===== src/rtl/ram_ctrl_pkg.sv =====
// Shared definitions for the RAM controller and its latch-cell array:
// access FSM encoding and default geometry.
package ram_ctrl_pkg;

  localparam int unsigned ADDR_W_DEF = 3;
  localparam int unsigned DATA_W_DEF = 4;

  typedef enum logic [2:0] {
    ST_IDLE   = 3'd0,
    ST_SETUP  = 3'd1,
    ST_STROBE = 3'd2,
    ST_HOLD   = 3'd3,
    ST_DONE   = 3'd4
  } state_e;

endpackage


===== src/rtl/ram_addr_decoder.sv =====
// Word-address to one-hot select decoder with enable; all-zero when disabled.
module ram_addr_decoder import ram_ctrl_pkg::*; #(
  parameter int unsigned ADDR_W = ADDR_W_DEF
) (
  input  logic                      en,
  input  logic [ADDR_W-1:0]         addr,
  output logic [(1<<ADDR_W)-1:0]    sel_c
);

  localparam int unsigned DEPTH = 1 << ADDR_W;

  always_comb begin
    sel_c = '0;
    if (en) sel_c = DEPTH'(1) << addr;
  end

endmodule


===== src/rtl/ram_ctrl.sv =====
// Sequencer for an external latch-cell RAM: each access walks
// SETUP -> STROBE -> HOLD -> DONE with every array-facing signal from a flop.
module ram_ctrl import ram_ctrl_pkg::*; #(
  parameter int unsigned ADDR_W = ADDR_W_DEF,
  parameter int unsigned DATA_W = DATA_W_DEF
) (
  input  logic                   clk,
  input  logic                   rst,
  input  logic                   req,
  input  logic                   we,
  input  logic [ADDR_W-1:0]      addr,
  input  logic [DATA_W-1:0]      wdata,
  output logic                   busy,
  output logic                   ack,
  output logic [DATA_W-1:0]      rdata,
  output logic [(1<<ADDR_W)-1:0] arr_sel,
  output logic                   arr_clk,
  output logic [DATA_W-1:0]      arr_d,
  input  logic [DATA_W-1:0]      arr_q
);

  localparam int unsigned DEPTH = 1 << ADDR_W;

  state_e              state;
  logic                we_q;
  logic [ADDR_W-1:0]   addr_q;
  logic [DATA_W-1:0]   wdata_q;

  logic                sel_en_c;
  logic [ADDR_W-1:0]   dec_addr_c;
  logic [DEPTH-1:0]    dec_sel_c;

  // Decode the select for the state being entered so arr_sel is a pure flop
  assign sel_en_c   = ((state == ST_IDLE) && req) || (state == ST_SETUP) ||
                      (state == ST_STROBE);
  assign dec_addr_c = (state == ST_IDLE) ? addr : addr_q;

  ram_addr_decoder #(.ADDR_W(ADDR_W)) u_dec (
    .en    (sel_en_c),
    .addr  (dec_addr_c),
    .sel_c (dec_sel_c)
  );

  always_ff @(posedge clk or posedge rst) begin
    if (rst) begin
      state   <= ST_IDLE;
      we_q    <= 1'b0;
      addr_q  <= '0;
      wdata_q <= '0;
      busy    <= 1'b0;
      ack     <= 1'b0;
      rdata   <= '0;
      arr_sel <= '0;
      arr_clk <= 1'b0;
      arr_d   <= '0;
    end else begin
      arr_sel <= dec_sel_c;
      unique case (state)
        ST_IDLE: begin
          if (req) begin
            state   <= ST_SETUP;
            we_q    <= we;
            addr_q  <= addr;
            wdata_q <= wdata;
            busy    <= 1'b1;
            arr_d   <= wdata;
          end
        end
        ST_SETUP: begin
          state   <= ST_STROBE;
          arr_clk <= we_q;
        end
        ST_STROBE: begin
          // Falling arr_clk here is the cells' capture edge
          state   <= ST_HOLD;
          arr_clk <= 1'b0;
        end
        ST_HOLD: begin
          state <= ST_DONE;
          ack   <= 1'b1;
          if (!we_q) rdata <= arr_q;
        end
        ST_DONE: begin
          state <= ST_IDLE;
          ack   <= 1'b0;
          busy  <= 1'b0;
          arr_d <= '0;
        end
        default: begin
          state   <= ST_IDLE;
          ack     <= 1'b0;
          busy    <= 1'b0;
          arr_clk <= 1'b0;
        end
      endcase
    end
  end

endmodule


===== config.mk =====
export PLATFORM = sky130hd
export DESIGN_NAME = ram_ctrl
export DESIGN_NICKNAME = d
export VERILOG_FILES = /design/src/rtl/ram_ctrl_pkg.sv /design/src/rtl/ram_addr_decoder.sv /design/src/rtl/ram_ctrl.sv
export SDC_FILE = /design/constraint.sdc
export NUM_CORES = 1
export LEC_CHECK = 0
export CAP_MARGIN = 20
export CORE_AREA = 2 2 46 59
export CTS_CLUSTER_SIZE = 40
export DETAILED_ROUTE_END_ITERATION = 16
export DIE_AREA = 0 0 48 61
export GPL_ROUTABILITY_DRIVEN = 1
export PLACE_DENSITY = 0.77
export SLEW_MARGIN = 10
export SYNTH_ARGS = -nofsm -noshare
export SYNTH_HDL_FRONTEND = slang
export SYNTH_HIERARCHICAL = 1
export SYNTH_SLANG_ARGS = --single-unit

===== constraint.sdc =====
create_clock -name clk -period 2.8 [get_ports clk]
set_input_delay 0.28 -clock clk [delete_from_list [all_inputs] [get_ports clk]]
set_output_delay 0.28 -clock clk [all_outputs]
set_load 0.02 [all_outputs]

==> results of run 1 <==
-- metal layers --
layer | GRT usage, % | up-vias
met1 | 19.8 | 340
li1 | - | 340
met4 | 9.27 | 0
met2 | 23.6 | 21
met3 | 1.79 | 5
met5 | 0 | -
-- final cells by class --
type,instances,area (um2)
Timing Repair Buffer,33,330
Multi-Input combinational cell,43,393
Sequential cell,26,651
Fill cell,186,936
Tap cell,33,41.3
Inverter,1,3.75
Clock buffer,3,22.5
-- synthesized netlist by cell type --
library cell  number  area, um2
a21bo_2            1       10.0
nor4b_4            1       23.8
a211oi_1           1       7.51
xnor2_1            1       8.76
and4_2             1       10.0
a32o_1             1       10.0
and4b_2            2       22.5
a22o_2             3       30.0
inv_1              1       3.75
nand2_1            1       3.75
nor4b_2            1       15.0
buf_6              3       33.8
a21oi_1            3       15.0
and4bb_1           2       25.0
o21ai_0            1       5.00
mux2_2            11        124
dfrtp_1           26        651
and4bb_2           2       25.0
and4b_1            1       10.0
nor3_2             1       10.0
nor3_1             3       15.0
nor2_1             6       22.5
-- cell usage in the layout (no fill, tap or decap), drive strengths merged --
cell	instances
dfrtp	26
nor2	6
and4bb	4
mux2	11
nor3	4
a22o	3
xnor2	1
clkbuf	3
clkdlybuf4s50	33
a211oi	1
nand2	1
and4	1
a21oi	3
inv	1
nor4b	2
o21ai	1
a21bo	1
and4b	3
a32o	1
-- registers in the layout, summed over array words and instances, names as in the netlist --
| signal | cells |
|---|---|
| state | 3 |
| addr_q | 3 |
| arr_sel | 8 |
| rdata | 4 |
| we_q | 1 |
| arr_d | 4 |
| arr_clk | 1 |
| ack | 1 |
| busy | 1 |
-- power by group through the flow --
stage / clock [mW] / combinational, mW / sequential, mW
finish: 0.153 / 0.841 / 0.677
global placement: 0 / 0.836 / 0.683
floorplan: 0 / 0.457 / 0.779
detailed placement: 0 / 0.847 / 0.688
CTS: 0.156 / 0.850 / 0.680
global route: 0.171 / 0.916 / 0.705
-- through the flow --
| stage | power (mW) | hold slack (ns) | std cells |
|---|---|---|---|
| 6_report | 1.67 | 0.450 | 139 |
| 5_1_grt | 1.79 | 0.532 | 139 |
| 4_1_cts | 1.69 | 0.497 | 139 |
| 3_5_place_dp | 1.54 | 0.487 | 136 |
| 3_3_place_gp | 1.52 | 0.481 | 136 |
| 2_1_floorplan | 1.24 | 0.320 | 73 |
-- cell families (layout without fill, tap and decap cells) --
group | count (synthesis) | after routing | share of synthesized area (%)
XOR/XNOR | 1 | 1 | 0.810
buffers and inverters | 4 | 37 | 3.47
multiplexers | 11 | 11 | 11.5
AND/OR/NAND/NOR | 21 | 21 | 16.9
flip-flops | 26 | 26 | 60.2
AO/OA/AOI/OAI | 10 | 10 | 7.18
-- worst paths after layout --
| path | start | end | slack (ns) |
|---|---|---|---|
| max | state[1]$_DFFE_PP0P_ | arr_sel[1]$_DFF_PP0_ | 0.94 |
| min | rst | rdata[1]$_DFFE_PP0P_ | 0.45 |
| max reg2reg | state[1]$_DFFE_PP0P_ | arr_sel[1]$_DFF_PP0_ | 0.94 |
| min reg2reg | arr_d[0]$_DFFE_PP0P_ | arr_d[0]$_DFFE_PP0P_ | 0.51 |
| max in group asynchronous | rst | arr_sel[5]$_DFF_PP0_ | 1.79 |
| min in group clk | arr_d[0]$_DFFE_PP0P_ | arr_d[0]$_DFFE_PP0P_ | 0.51 |
-- critical path, cell delays in order (launching register included) --
cell and delay [ns]:
dfrtp_1 0.53, nor3_1 0.51, mux2_2 0.46, and4bb_2 0.31
==> impl_metrics.json, run 1 <==
{
  "drv_slew": 0,
  "fp-row-count": 20,
  "power.leakage_nw": 0.619,
  "fin_nets": 123,
  "first_iter_violations": 8,
  "wl_um": 1820,
  "power_per_cell_area_nw_per_um2": 1160,
  "antenna_found_initial": 0,
  "vias_per_cell": 5.08,
  "synth.distinct_cells": 22,
  "wl_per_cell_um": 13.1,
  "ys.warnings.count": 6,
  "gp_congestion": 0.726,
  "status": "complete, no violations",
  "worst_setup_path_start_kind": "flop",
  "p_comb_share_pct": 50.3,
  "core_area_um2": 2380,
  "clk_pin_slew_ns": 0.12,
  "hold_class": "input port to asynchronous set/reset pin",
  "route.antenna.remaining_nets": 0,
  "finalInstanceArea_um2": 1440,
  "tritoncts": "yes",
  "clock-sinks": 26,
  "first_global_vias": 694,
  "grt_max_degree": 27,
  "yosysSeqAreaShare_pct": 60.2,
  "maxCapViolCount": 0,
  "ctsResizeCount": 0,
  "htreeDepth": 1,
  "cts_buffers": 3,
  "switching_share_pct": 37.1,
  "boundaryPins": 34,
  "syn-num-nets": 88,
  "tns_ns": 0,
  "dp_hpwl_um": 1340,
  "hold_viol_final": 0,
  "dr.pass1.iters": 3,
  "grt.overflow.total": 0,
  "place_area_um2": 1420,
  "dr_total_vias": 706,
  "criticalPathCategory": "flop to flop",
  "fmax_mhz": 537,
  "drc": 0,
  "cp.arrival_ns": 2.13,
  "drive_gt1_share_pct": 24.5,
  "post_cts_buffers": 0,
  "r2r_cells": 3,
  "top_layer": "met4",
  "start_util_pct": 45.5,
  "switchingPower_mw": 0.620,
  "period_share_pct": 66.5,
  "hold_buffers": 0,
  "io_buffer_count": 33,
  "pwr-share-clk_pct": 9.2,
  "met1_length_um": 820,
  "dp_slack_ns": 0.939,
  "fin_skew_ns": 0.00168,
  "area_growth_pct": 33.3,
  "rsz0062_at_grt": "false",
  "die_h_um": 61,
  "crit_required_ns": 3.06,
  "period_minus_slack_ns": 1.86,
  "clk_path_buf_depth": 2,
  "p_int_mw": 1.05,
  "n_antenna_cell": 0,
  "die_w_um": 48,
  "synth_seq_cells": 26,
  "final_util_pct": 60.6,
  "path_max_fanout": 10,
  "synthCells": 73,
  "wl_met3_um": 68,
  "crit_path_end_kind": "flop",
  "root_buffer": "clkbuf_4",
  "die-area_um2": 2930,
  "grt_pass1_wl_um": 3090,
  "clk_latency_ns": 0.32,
  "grtUsageTotal_pct": 15.2,
  "synthesis.area_um2": 1080,
  "setup_viol": 0,
  "finalWorstSetupSlack_ns": 0.939,
  "wl_met2_um": 881,
  "tightest_slew_ns": 0.928,
  "peakVddDrop_mv": 0.564,
  "seqPwrFrac_pct": 40.5,
  "slew_headroom_pct": 38.1,
  "synth.avg_cell_area_um2": 14.8
}
Power figures use the tool's default switching activity.
==> run 2: changes to the inputs <==
--- a/config.mk
+++ b/config.mk
@@ -6,12 +6,12 @@
 export NUM_CORES = 1
 export LEC_CHECK = 0
 export CAP_MARGIN = 20
-export CORE_AREA = 2 2 46 59
+export CORE_AREA = 2 2 50 64
 export CTS_CLUSTER_SIZE = 40
 export DETAILED_ROUTE_END_ITERATION = 16
-export DIE_AREA = 0 0 48 61
+export DIE_AREA = 0 0 52 66
 export GPL_ROUTABILITY_DRIVEN = 1
-export PLACE_DENSITY = 0.77
+export PLACE_DENSITY = 0.68
 export SLEW_MARGIN = 10
 export SYNTH_ARGS = -nofsm -noshare
 export SYNTH_HDL_FRONTEND = slang
==> constraint.sdc (replaced) <==
create_clock -name clk -period 1.7 [get_ports clk]
set_input_delay 0.17 -clock clk [delete_from_list [all_inputs] [get_ports clk]]
set_output_delay 0.17 -clock clk [all_outputs]
set_load 0.02 [all_outputs]
==> run 2 against run 1 <==
- hold slack worse by 0.27 ns
- cell count is 9.4% higher
- via count rose by 2.8%
- sequential share of layout area down 2.5 points
- clock skew is 0.0082 ns higher
- critical path depth up 1
- first-iteration DRC count fell by 25%
==> impl_metrics.json, run 2 (same netlist as run 1, synthesis figures left out) <==
{
  "status": "complete, no violations",
  "largestRegisters": "arr_sel: 8 flops, arr_d: 4 flops, rdata: 4 flops",
  "grt_max_degree": 27,
  "met1_length_um": 876,
  "grt.overflow.total": 0,
  "first_iter_violations": 6,
  "first_global_vias": 724,
  "slew_headroom_pct": 72.5,
  "io_buffer_count": 33,
  "worst_setup_path_start_kind": "flop",
  "clk_path_buf_depth": 2,
  "post_cts_buffers": 0,
  "wl_met3_um": 71,
  "wl_per_cell_um": 13.5,
  "boundaryPins": 34,
  "dr.pass1.iters": 4,
  "criticalPathCategory": "flop to flop",
  "clk_pin_slew_ns": 0.14,
  "drv_slew": 0,
  "cts_buffers": 3,
  "core_area_um2": 2840,
  "path_cells": "nor3_1 -> buf_4 -> mux2_2 -> and4bb_1",
  "fmax_mhz": 633,
  "start_util_pct": 38.1,
  "regMostFlops": "arr_sel",
  "period_minus_slack_ns": 1.58,
  "die_w_um": 52,
  "tns_ns": 0,
  "peakVddDrop_mv": 0.737,
  "rsz0062_at_grt": "false",
  "fp-row-count": 22,
  "tritoncts": "yes",
  "fin_skew_ns": 0.00986,
  "hold_class": "input port to asynchronous set/reset pin",
  "power_per_cell_area_nw_per_um2": 1930,
  "dp_hpwl_um": 1570,
  "crit_path_end_kind": "flop",
  "final_common_cell": "clkdlybuf4s50_1",
  "wl_um": 2050,
  "vias_per_cell": 4.78,
  "crit_required_ns": 1.97,
  "cp.arrival_ns": 1.85,
  "drc": 0,
  "route.antenna.remaining_nets": 0,
  "grtUsageTotal_pct": 13.8,
  "top_layer": "met4",
  "path_max_fanout": 8,
  "htreeDepth": 1,
  "fin_total_pwr_mw": 2.95,
  "die-area_um2": 3430,
  "ff2ff_setup_slack_ns": 0.12,
  "tightest_slew_ns": 0.411,
  "hold_viol_final": 0,
  "grt_pass1_wl_um": 3440,
  "mostFrequentLayoutCells": "clkdlybuf4s50_1, dfrtp_1, mux2_2, buf_4, nor2_1",
  "fin_nets": 132,
  "root_buffer": "clkbuf_4",
  "n_antenna_cell": 0,
  "gp_congestion": 0.767,
  "crit_path_max_incr_delay_ns": 0.41,
  "cp_slowest_cell": "dfrtp_1",
  "largest_reg_flops": 8,
  "dr_total_vias": 726,
  "drive_gt1_share_pct": 31.0,
  "antenna_found_initial": 0,
  "power.leakage_nw": 0.670,
  "area_growth_pct": 41.2,
  "clock-sinks": 26,
  "maxCapViolCount": 0,
  "hold_buffers": 0,
  "clk_latency_ns": 0.32,
  "die_h_um": 66,
  "period_share_pct": 92.9,
  "ctsResizeCount": 0,
  "wl_met2_um": 1050,
  "setup_viol": 0
}
-- run 2: critical path: cells and delay by family (launching register included) --
kind / cells / cell delay [ns]
and+or+nand+nor: 2 / 0.57
DFF: 1 / 0.41
muxes: 1 / 0.39
buffers and inverters: 1 / 0.17
-- run 2: path summary, 6_finish.rpt --
kind | start | to | depth (start not counted)
max | state[1]$_DFFE_PP0P_ | arr_sel[2]$_DFF_PP0_ | 4
min | rst | arr_sel[4]$_DFF_PP0_ | 3
max reg2reg | state[1]$_DFFE_PP0P_ | arr_sel[2]$_DFF_PP0_ | 4
min reg2reg | arr_d[2]$_DFFE_PP0P_ | arr_d[2]$_DFFE_PP0P_ | 1
max in group asynchronous | rst | state[1]$_DFFE_PP0P_ | 3
min in group clk | arr_q[0] | rdata[0]$_DFFE_PP0P_ | 2
-- run 2: layer usage --
layer | up-vias | track usage, %
met2 | 17 | 21.0
met5 | - | 0
met4 | 0 | 7.89
li1 | 360 | -
met1 | 345 | 18.8
met3 | 4 | 1.58
-- run 2: metrics by stage --
step	instances	hold WS [ns]	utilization (%)	setup slack (ns)	cell area, um2
after floorplan	73	0.210	-	0.0560	1080
final	152	0.176	53.8	0.120	1530
after CTS	152	0.194	53.8	0.0922	1530
after global placement	148	0.478	52.6	0.119	1490
after global routing	152	0.202	53.8	0.0305	1530
after detailed placement	148	0.488	52.6	0.126	1490
-- run 2: final cells by class --
cell class | instances | area [um2]
tap | 36 | 45.0
fill | 237 | 1310
sequential | 26 | 651
timing repair buffer | 42 | 398
multi-input combinational | 43 | 393
clock buffer | 4 | 36.3
inverter | 1 | 3.75
-- run 2: power breakdown --
group,leakage [nW],internal [mW],switching [mW],total [mW]
clock,0.0210,0.131,0.179,0.310
sequential,0.329,0.898,0.126,1.02
combinational,0.319,0.858,0.760,1.62
total,0.670,1.89,1.06,2.95
==> run 3: changes to the inputs <==
--- a/config.mk
+++ b/config.mk
@@ -12,6 +12,7 @@
 export DIE_AREA = 0 0 52 66
 export GPL_ROUTABILITY_DRIVEN = 1
 export PLACE_DENSITY = 0.68
+export RECOVER_POWER = 25
 export SLEW_MARGIN = 10
 export SYNTH_ARGS = -nofsm -noshare
 export SYNTH_HDL_FRONTEND = slang
==> run 3 against run 2 <==
- routed wire length shrank 0.15%
- register-to-register slack is essentially flat
- clock-buffer cell count is the same
- die area is the same
- largest power group unchanged
- sequential power is essentially flat
- total power is essentially flat
- global-route usage is the same
- maximum frequency is essentially flat
- clock power is essentially flat
- largest cell class unchanged
- critical path type unchanged
==> impl_metrics.json, run 3 (same netlist as run 1, synthesis figures left out) <==
{
  "drive_gt1_share_pct": 31.0,
  "use_met2_pct": 21.0,
  "dp_hpwl_um": 1570,
  "clock-sinks": 26,
  "die-area_um2": 3430,
  "first_global_vias": 724,
  "tns_ns": 0,
  "path_depth": 4,
  "grt.overflow.total": 0,
  "ff2ff_setup_slack_ns": 0.12,
  "htreeDepth": 1,
  "regMostFlops": "arr_sel",
  "use_met1_pct": 18.8,
  "power_per_cell_area_nw_per_um2": 1940,
  "drc": 0,
  "start_util_pct": 38.1,
  "vias_per_cell": 4.78,
  "hold_buffers": 0,
  "critPathLaunch": "state[1]$_DFFE_PP0P_",
  "grtUsageTotal_pct": 13.8,
  "largest_reg_flops": 8,
  "place_area_um2": 1490,
  "cp_top_family": "simple AND/OR/NAND/NOR gates",
  "clk_latency_ns": 0.32,
  "endpoint": "arr_sel[2]$_DFF_PP0_",
  "n_antenna_cell": 0,
  "holdWs_ns": 0.425,
  "status": "complete, no violations",
  "crit_path_end_kind": "flop",
  "first_iter_violations": 6,
  "die_h_um": 66,
  "wl_per_cell_um": 13.5,
  "criticalPathCategory": "flop to flop",
  "path_max_fanout": 8,
  "cp.arrival_ns": 1.85,
  "setup_viol": 0,
  "period_minus_slack_ns": 1.58,
  "cts_buffers": 3,
  "wl_um": 2050,
  "antenna_found_initial": 0,
  "mostFrequentLayoutCells": "clkdlybuf4s50_1, dfrtp_1, mux2_2, buf_4, nor2_1",
  "clk_path_buf_depth": 2,
  "crit_path_max_incr_delay_ns": 0.41,
  "dr.pass1.iters": 4,
  "hold_class": "input port to asynchronous set/reset pin",
  "power.leakage_nw": 0.670,
  "post_cts_buffers": 0,
  "die_w_um": 52,
  "fp-row-count": 22,
  "area_growth_pct": 41.0,
  "fmax_mhz": 633,
  "boundaryPins": 34,
  "fin_nets": 132,
  "largestRegisters": "arr_sel: 8 flops, arr_d: 4 flops, rdata: 4 flops",
  "fin_skew_ns": 0.00986,
  "dp_slack_ns": 0.126,
  "tightest_slew_ns": 0.625,
  "r2r_cells": 4,
  "grt_pass1_wl_um": 3440,
  "worst_setup_path_start_kind": "flop",
  "cp_slowest_cell": "dfrtp_1",
  "peakVddDrop_mv": 0.737,
  "final_util_pct": 53.8,
  "route.antenna.remaining_nets": 0,
  "finalInstanceArea_um2": 1520,
  "period_share_pct": 92.9,
  "gp_congestion": 0.767,
  "busiest_layer": "met2",
  "maxCapViolCount": 0,
  "hold_viol_final": 0,
  "rr_endpoint": "arr_sel[2]$_DFF_PP0_",
  "io_buffer_count": 33,
  "drv_slew": 0,
  "r2r_start": "state[1]$_DFFE_PP0P_",
  "crit_required_ns": 1.97,
  "fillers": 238,
  "final_common_cell": "clkdlybuf4s50_1",
  "slew_headroom_pct": 58.3,
  "cp_num_buf_inv": 1,
  "grt_max_degree": 27,
  "core_area_um2": 2840,
  "ctsResizeCount": 0,
  "root_buffer": "clkbuf_4",
  "rsz0062_at_grt": "false",
  "finalWorstSetupSlack_ns": 0.120,
  "dr_total_vias": 727,
  "tritoncts": "yes",
  "path_cells": "nor3_1 -> buf_4 -> mux2_2 -> and4bb_1",
  "clk_pin_slew_ns": 0.14,
  "gr-usage-met3_pct": 1.58
}
[run 3: cell types whose count changed in the layout (fill, tap and decap cells not counted)]
cell / change
buf_4: -1
clkdlybuf4s50_1: -1
dlygate4sd3_1: +1
clkbuf_2: +1
[run 3: per-stage QoR]
step | std cells | power, mW
3_5_place_dp | 148 | 2.68
3_3_place_gp | 148 | 2.63
4_1_cts | 152 | 2.99
2_1_floorplan | 73 | 2.04
5_1_grt | 152 | 3.17
6_report | 152 | 2.95
[run 3: worst min-delay path by stage]
stage,start,to,slack [ns],depth (start not counted)
6_report,rst,arr_sel[3]$_DFF_PP0_,0.42,3
5_1_grt,arr_q[0],rdata[0]$_DFFE_PP0P_,0.44,2
4_1_cts,rst,arr_sel[4]$_DFF_PP0_,0.19,3
3_5_place_dp,arr_d[2]$_DFFE_PP0P_,arr_d[2]$_DFFE_PP0P_,0.49,1
3_3_place_gp,busy$_DFFE_PP0P_,busy$_DFFE_PP0P_,0.48,2
2_1_floorplan,rst,ack$_DFFE_PP0N_,0.21,1
[run 3: power by group]
part	switching, mW	leakage, nW	internal, mW
clock network	0.179	0.0210	0.131
registers	0.125	0.329	0.898
logic	0.760	0.319	0.857
total	1.06	0.670	1.89
[run 3: layout make-up]
class                      instances  area (um2)  share of cell area (%)
sequential                        26         651                    42.7
timing repair buffer              42         395                    25.9
inverter                           1        3.75                   0.246
clock buffer                       4        36.3                    2.38
tap                               36        45.0                    2.96
multi-input combinational         43         393                    25.8
[run 3: metal layers]
metal / vias up / routed length, um
met1: 346 / 868
met4: 0 / 48
met2: 17 / 1060
li1: 360 / -
met3: 4 / 70
met5: - / 0
[run 3: worst register-to-register path, delay by kind of cell, from the launching register on]
family                 cells  cell delay, ns
DFF                        1            0.41
and+or+nand+nor            2            0.57
muxes                      1            0.39
buffers and inverters      1            0.17
